[config.mk]
export PLATFORM = sky130hd
export DESIGN_NAME = d_mem_arbiter
export DESIGN_NICKNAME = d
export VERILOG_FILES = /design/src/rtl/d_mem_arbiter.sv
export SDC_FILE = /design/constraint.sdc
export NUM_CORES = 1
export LEC_CHECK = 0
export ABC_AREA = 1
export CAP_MARGIN = 30
export CORE_AREA = 10 10 151 153
export DETAILED_ROUTE_END_ITERATION = 12
export DIE_AREA = 0 0 161 163
export PLACE_DENSITY = 0.78
export SLEW_MARGIN = 20
export SYNTH_ARGS = -nofsm -noshare
export SYNTH_HDL_FRONTEND = slang
export SYNTH_SLANG_ARGS = --single-unit
[constraint.sdc]
create_clock -name clk -period 1.5 [get_ports clk]
set_input_delay 0.3 -clock clk [delete_from_list [all_inputs] [get_ports clk]]
set_output_delay 0.3 -clock clk [all_outputs]
set_load 0.01 [all_outputs]
[src/rtl/d_mem_arbiter.sv]
// d_mem_arbiter
//   Shares the single address/write port of the 64 x 64-bit data memory between
//   requester A (load/store path) and requester B (debug/loader). Accesses are
//   serialised IDLE -> ACCESS -> RESP with round-robin fairness when both ports
//   request together; load data is registered per port and a one-cycle ack is
//   returned to the owner.
//
// Ports
//   clk, rst_n                    clock, asynchronous active-low reset
//   a_req/a_we/a_addr/a_wdata     requester A request (held until a_ack)
//   a_ack/a_rdata                 A completion pulse and registered load data
//   b_*                           same set for requester B
//   d_mem_addr/d_mem_we/
//   d_mem_data_in                 memory address, write enable, write data
//   d_mem_data_out                memory read data (combinational from address)
//   busy                          high while in ACCESS or RESP
//
// state  | meaning
// IDLE   | waiting for a request; arbitrate and latch owner
// ACCESS | memory port driven by owner; write or capture read data at edge
// RESP   | ack pulse to owner; priority passes to the other port
module d_mem_arbiter #(
  parameter int ADDR_W = 6,
  parameter int DATA_W = 64
) (
  input  logic              clk,
  input  logic              rst_n,
  input  logic              a_req,
  input  logic              a_we,
  input  logic [ADDR_W-1:0] a_addr,
  input  logic [DATA_W-1:0] a_wdata,
  output logic              a_ack,
  output logic [DATA_W-1:0] a_rdata,
  input  logic              b_req,
  input  logic              b_we,
  input  logic [ADDR_W-1:0] b_addr,
  input  logic [DATA_W-1:0] b_wdata,
  output logic              b_ack,
  output logic [DATA_W-1:0] b_rdata,
  output logic [ADDR_W-1:0] d_mem_addr,
  output logic              d_mem_we,
  output logic [DATA_W-1:0] d_mem_data_in,
  input  logic [DATA_W-1:0] d_mem_data_out,
  output logic              busy
);

  typedef enum logic [1:0] {
    IDLE   = 2'd0,
    ACCESS = 2'd1,
    RESP   = 2'd2
  } state_t;

  state_t              state_q, state_d;
  // owner / prio encoding: 0 = A, 1 = B
  logic                owner_q, owner_d;
  logic                prio_q, prio_d;
  logic [DATA_W-1:0]   a_rdata_q, a_rdata_d;
  logic [DATA_W-1:0]   b_rdata_q, b_rdata_d;

  logic                own_we;
  logic [ADDR_W-1:0]   own_addr;
  logic [DATA_W-1:0]   own_wdata;
  logic                in_access;

  assign own_we    = owner_q ? b_we    : a_we;
  assign own_addr  = owner_q ? b_addr  : a_addr;
  assign own_wdata = owner_q ? b_wdata : a_wdata;

  always_ff @(posedge clk or negedge rst_n) begin
    if (!rst_n) begin
      state_q   <= IDLE;
      owner_q   <= 1'b0;
      prio_q    <= 1'b0;
      a_rdata_q <= '0;
      b_rdata_q <= '0;
    end else begin
      state_q   <= state_d;
      owner_q   <= owner_d;
      prio_q    <= prio_d;
      a_rdata_q <= a_rdata_d;
      b_rdata_q <= b_rdata_d;
    end
  end

  always_comb begin
    state_d   = state_q;
    owner_d   = owner_q;
    prio_d    = prio_q;
    a_rdata_d = a_rdata_q;
    b_rdata_d = b_rdata_q;
    case (state_q)
      IDLE: begin
        if (a_req || b_req) begin
          // A lone requester wins regardless of prio; prio only breaks ties.
          owner_d = (a_req && b_req) ? prio_q : b_req;
          state_d = ACCESS;
        end
      end
      ACCESS: begin
        if (!own_we) begin
          if (owner_q) b_rdata_d = d_mem_data_out;
          else         a_rdata_d = d_mem_data_out;
        end
        state_d = RESP;
      end
      RESP: begin
        prio_d  = ~owner_q;
        state_d = IDLE;
      end
      default: state_d = IDLE;
    endcase
  end

  // Memory-side outputs decode straight from the state register so that an
  // asynchronous reset removes the write enable in the same cycle.
  assign in_access     = (state_q == ACCESS);
  assign d_mem_we      = in_access & own_we;
  assign d_mem_addr    = in_access ? own_addr  : '0;
  assign d_mem_data_in = in_access ? own_wdata : '0;

  assign a_ack   = (state_q == RESP) && !owner_q;
  assign b_ack   = (state_q == RESP) &&  owner_q;
  assign busy    = (state_q != IDLE);
  assign a_rdata = a_rdata_q;
  assign b_rdata = b_rdata_q;

endmodule

======== After elaboration in Yosys (flattened, before gate mapping) ========
Index checks and enable logic that the tools add are counted.
storage, ports and cells
  logic and storage cells ................. 29
  output and inout bits ................... 202
  input bits .............................. 210
  flip-flop bits (word level) ............. 132
cells by class
  reductions and logical operators ........ 10
  mux-type cells .......................... 8
  bitwise operators ....................... 3
  eq/ne operators ......................... 3
operator list
  cell                                                             count
  64-bit 2-to-1 mux                                                2
  6-bit 2-to-1 mux                                                 2
  3-bit AND reduction                                              2
  2-bit case mux with 2 select lines                               1
  1-bit logical AND                                                3
  2-bit by 1-bit == test with 1-bit output, second input constant  1
  2-bit == test, second input constant                             1
  2-bit zero test                                                  1
  1-bit 2-to-1 mux                                                 2
  2-bit 2-to-1 mux                                                 1
  2-bit != test, second input constant                             1
  1-bit NOT                                                        2
  2-bit AND reduction                                              1
  2-bit nonzero test                                               1
  1-bit bitwise AND                                                1
  1-bit zero test                                                  1
  1-bit logical OR                                                 1

======== Longest topological paths before layout ========
  depth after elaboration ................. 3
  mapped depth ............................ 6
  gate-level depth less buffers ........... 5

======== Least setup slack after synthesis ========
OpenSTA, ideal clock, no wires.
  kind .................................... register -> output
  from .................................... register owner_q
  to ...................................... output port d_mem_we
  arrival ................................. 1.105 ns
  required time ........................... 1.200 ns
  path buffers ............................ 2
  stages on the path, launching flop included .. 6
  path slack .............................. 0.095 ns
  cell sequence ........................... dfrtp_1 inv_2 nor2_2 buf_4 buf_2 nor3_1
on the way
  longest elaborated chain between the ends .. 2
ends and longest elaborated chain
  element                 RTL line  text
  from (decl)             55        logic owner_q, owner_d;
  from (signal assigned)  78        owner_q <= owner_d;
  1-bit 2-to-1 mux        65        assign own_we = owner_q ? b_we : a_we;
  1-bit bitwise AND       117       assign d_mem_we = in_access & own_we;
  to (decl)               41        output logic d_mem_we,
No other way between the ends.

======== Worst setup path in the final report ========
  from .................................... register owner_q
  to ...................................... output port d_mem_data_in[41]
on the way
  longest elaborated chain between the ends .. 2
ends and longest elaborated chain
  element            RTL line  text
  64-bit 2-to-1 mux  67        assign own_wdata = owner_q ? b_wdata : a_wdata;
  64-bit 2-to-1 mux  119       assign d_mem_data_in = in_access ? own_wdata : '0;
  to (decl)          42        output logic [DATA_W-1:0] d_mem_data_in,
No other way between the ends.

==> results.sh <==
export IMPL_yosysWarnings=0
export IMPL_ys_ff_latch=132
export IMPL_power_mw=27.90
export IMPL_synth_ff_type="dfrtp_1"
export IMPL_cp_cell_sequence="clkinv_4 -> buf_12 -> buf_12 -> nand2_4 -> a21oi_2 -> buf_2"
export IMPL_vias=8015
export IMPL_synth_net_count=1024
export IMPL_fillers=1451
export IMPL_fin_crit_sh=1.271
export IMPL_worstMarginPinSlew_ns=0.3002
export IMPL_grt_pass1_wl_um=50200
export IMPL_nets=1510
export IMPL_area_delta_synth_final_pct=120.5
export IMPL_synth_edf_count=0
export IMPL_ff2ff_setup_slack_ns=-0.32
export IMPL_rows=52
export IMPL_tritoncts="yes"
export IMPL_die_w_um=161
export IMPL_r2r_end="b_rdata[31]"
export IMPL_rr_worst_depth=10
export IMPL_yosysMostFrequentCell="nand2_1"
export IMPL_ant_nets=0
export IMPL_cp_slowest_stage_delay_ns=0.44
export IMPL_power_leakage_nw=6.693
export IMPL_grtUsageTotal=0.2481
export IMPL_die_h_um=163
export IMPL_p_int_mw=16.13
export IMPL_first_iter_violations=770
export IMPL_antenna_found_initial=1
export IMPL_die_area_um2=26240
export IMPL_crit_buf_inv=4
export IMPL_synth_area_leaders="dfrtp_1 (53%), nand2_1 (24%), nand3_1 (10%)"
export IMPL_hold_viol_final=0
export IMPL_clk_latency_ns=0.43
export IMPL_numPortBuffers=411
export IMPL_critical_path_class="reg2out"
export IMPL_clock_sinks=132
export IMPL_firstDrtPassIters=5
export IMPL_cp_slowest_cell="dfrtp_2"
export IMPL_synth_top_cell_area_share=0.5326
export IMPL_status="complete, but fails checks"
export IMPL_rsz0062_at_grt="true"
export IMPL_grt_max_degree=60
export IMPL_p_sw_frac=0.4217
export IMPL_fin_crit_ns=1.906
export IMPL_maxCapViolCount=0
export IMPL_async_reset_ff_frac=1.000
export IMPL_io_pins=412
export IMPL_required_ns=1.20
export IMPL_routed_wl_um=36940
export IMPL_synth_distinct_cells=15
export IMPL_crit_arrival_ns=1.61
export IMPL_slew_violations=0
export IMPL_synth_cells=814
export IMPL_fin_area_um2=13680
export IMPL_fin_util=0.6870
export IMPL_coreArea_um2=19910
export IMPL_start_util=0.3115
export IMPL_cp_max_fo=6
export IMPL_overflow=0
export IMPL_critPathCapture="d_mem_data_in[41]"
export IMPL_violations="setup timing"
export IMPL_placed_cells=1476
export IMPL_layout_cells_non_filler=1584
export IMPL_cp_end_kind="output port"
export IMPL_path_depth=6
export IMPL_vdd_drop_max_uv=1060
export IMPL_drive_above_1_share=0.3839
export IMPL_combPwrFrac=0.607
export IMPL_start_kind="flop"
export IMPL_cts_buffers_inserted=17
export IMPL_min_path_type="in2async"
export IMPL_p_per_area_nw_per_um2=2040
export IMPL_drt_wirelength_per_cell_um=23.32
export IMPL_grt_pass1_vias=7981
export IMPL_cts_path_max_buffers=2
export IMPL_crit_top_cell="buf_12"
export IMPL_syn_avg_cell_area_um2=7.619
export IMPL_synth_top_cell_by_area="dfrtp_1"
export IMPL_worst_slack_ns=-0.4063
export IMPL_worstReg2RegStart="owner_q"
export IMPL_slew_headroom=0.7998
export IMPL_via_per_inst=5.060
export IMPL_switchingPower_mw=11.77
export IMPL_dp_slack_ns=-0.6251
export IMPL_dpl_instance_area_um2=10820
export IMPL_final_setup_viol_count=202
export IMPL_cp_top_family="buffers and inverters"
export IMPL_clk_pin_slew_ns=0.07
export IMPL_drc=0
export IMPL_yosys_top_cells_count="nand2_1 (403), dfrtp_1 (132), nand3_1 (129), a21oi_1 (71), buf_2 (34)"
export IMPL_finalClockSkew_ns=0.01356
export IMPL_seqPwrFrac=0.227
export IMPL_htreeDepth=4
export IMPL_crit_path_start="owner_q"
export IMPL_dp_hpwl_um=22640
export IMPL_synth_seq_area_share=0.5326
export IMPL_place_gp_congestion=0.8974
export IMPL_cts_root_buffer="clkbuf_16"
export IMPL_clkPwrFrac=0.165
export IMPL_syn_area_um2=6202
export IMPL_max_freq_mhz=524.6
==> layout by cell type (no fill, tap or decap), types with 27 or more instances in the layout <==
| cell | count |
|---|---|
| nand3_1 | 113 |
| buf_6 | 31 |
| dfrtp_1 | 130 |
| buf_12 | 33 |
| buf_4 | 27 |
| a21oi_2 | 63 |
| nand2_2 | 164 |
| clkdlybuf4s50_1 | 208 |
| dlygate4sd2_1 | 126 |
| nand2_1 | 222 |
| buf_2 | 57 |
==> through the flow <==
step           hold WS (ns)  setup TNS, ns
2_1_floorplan      0.004409              0
3_3_place_gp         0.1741         -50.53
3_5_place_dp         0.1780         -51.47
4_1_cts              0.2640         -55.02
5_1_grt              0.2814         -66.02
6_report             0.2715         -54.52
==> sequential cells by signal, summed over array words and instances (netlist names) <==
| signal | flops |
|---|---|
| a_rdata | 64 |
| owner_q | 1 |
| state_q | 2 |
| prio_q | 1 |
| b_rdata | 64 |
==> power groups by stage <==
| stage | Sequential [mW] | Combinational (mW) | Clock, mW |
|---|---|---|---|
| after floorplan | 6.76 | 4.38 | 0 |
| after global placement | 5.97 | 12.5 | 0 |
| after detailed placement | 6.05 | 12.6 | 0 |
| after CTS | 6.23 | 14.7 | 4.67 |
| after global routing | 6.52 | 17.9 | 4.84 |
| final | 6.34 | 16.9 | 4.62 |
==> how the worst min path moves through the flow <==
stage,start,end,slack (ns),cells after the start
2_1_floorplan,rst_n,a_rdata[0],0.004,0
3_3_place_gp,rst_n,a_rdata[45],0.17,1
3_5_place_dp,rst_n,a_rdata[45],0.18,1
4_1_cts,rst_n,a_rdata[45],0.26,2
5_1_grt,rst_n,a_rdata[45],0.28,2
6_report,rst_n,a_rdata[45],0.27,2
==> routing by layer <==
| layer | wire, um | vias up | track usage |
|---|---|---|---|
| met5 | 0 | - | 0 |
| met2 | 19150 | 431 | 0.4308 |
| met1 | 13310 | 3901 | 0.2811 |
| li1 | - | 3612 | - |
| met4 | 1367 | 0 | 0.1001 |
| met3 | 3106 | 71 | 0.07230 |
==> layout make-up <==
class | instances | area [um2] | area share
Tap cell | 270 | 337.8 | 0.02470
Clock buffer | 18 | 439.2 | 0.03211
Inverter | 8 | 40.04 | 0.002927
Multi-Input combinational cell | 614 | 3577 | 0.2615
Clock inverter | 14 | 211.5 | 0.01546
Sequential cell | 132 | 3306 | 0.2417
Antenna cell | 1 | 2.502 | 0.0001829
Timing Repair Buffer | 527 | 5764 | 0.4214
==> logic make-up (layout without fill, tap and decap cells) <==
group,Yosys count,after routing,share of synthesized area
other cells,0,1,0
compound gates,71,71,0.05729
simple gates,541,543,0.3573
buf+inv,70,567,0.05285
flops,132,132,0.5326
==> repair_timing <==
action,in CTS,in global routing
buffers inserted,31,14
hold buffers,1,0
endpoints found under the hold margin,12,0
setup endpoints to repair,329,205
pin swaps,22,24
cloned,25,14
gates resized for setup,646,187
(Power assumes the default switching activity.)
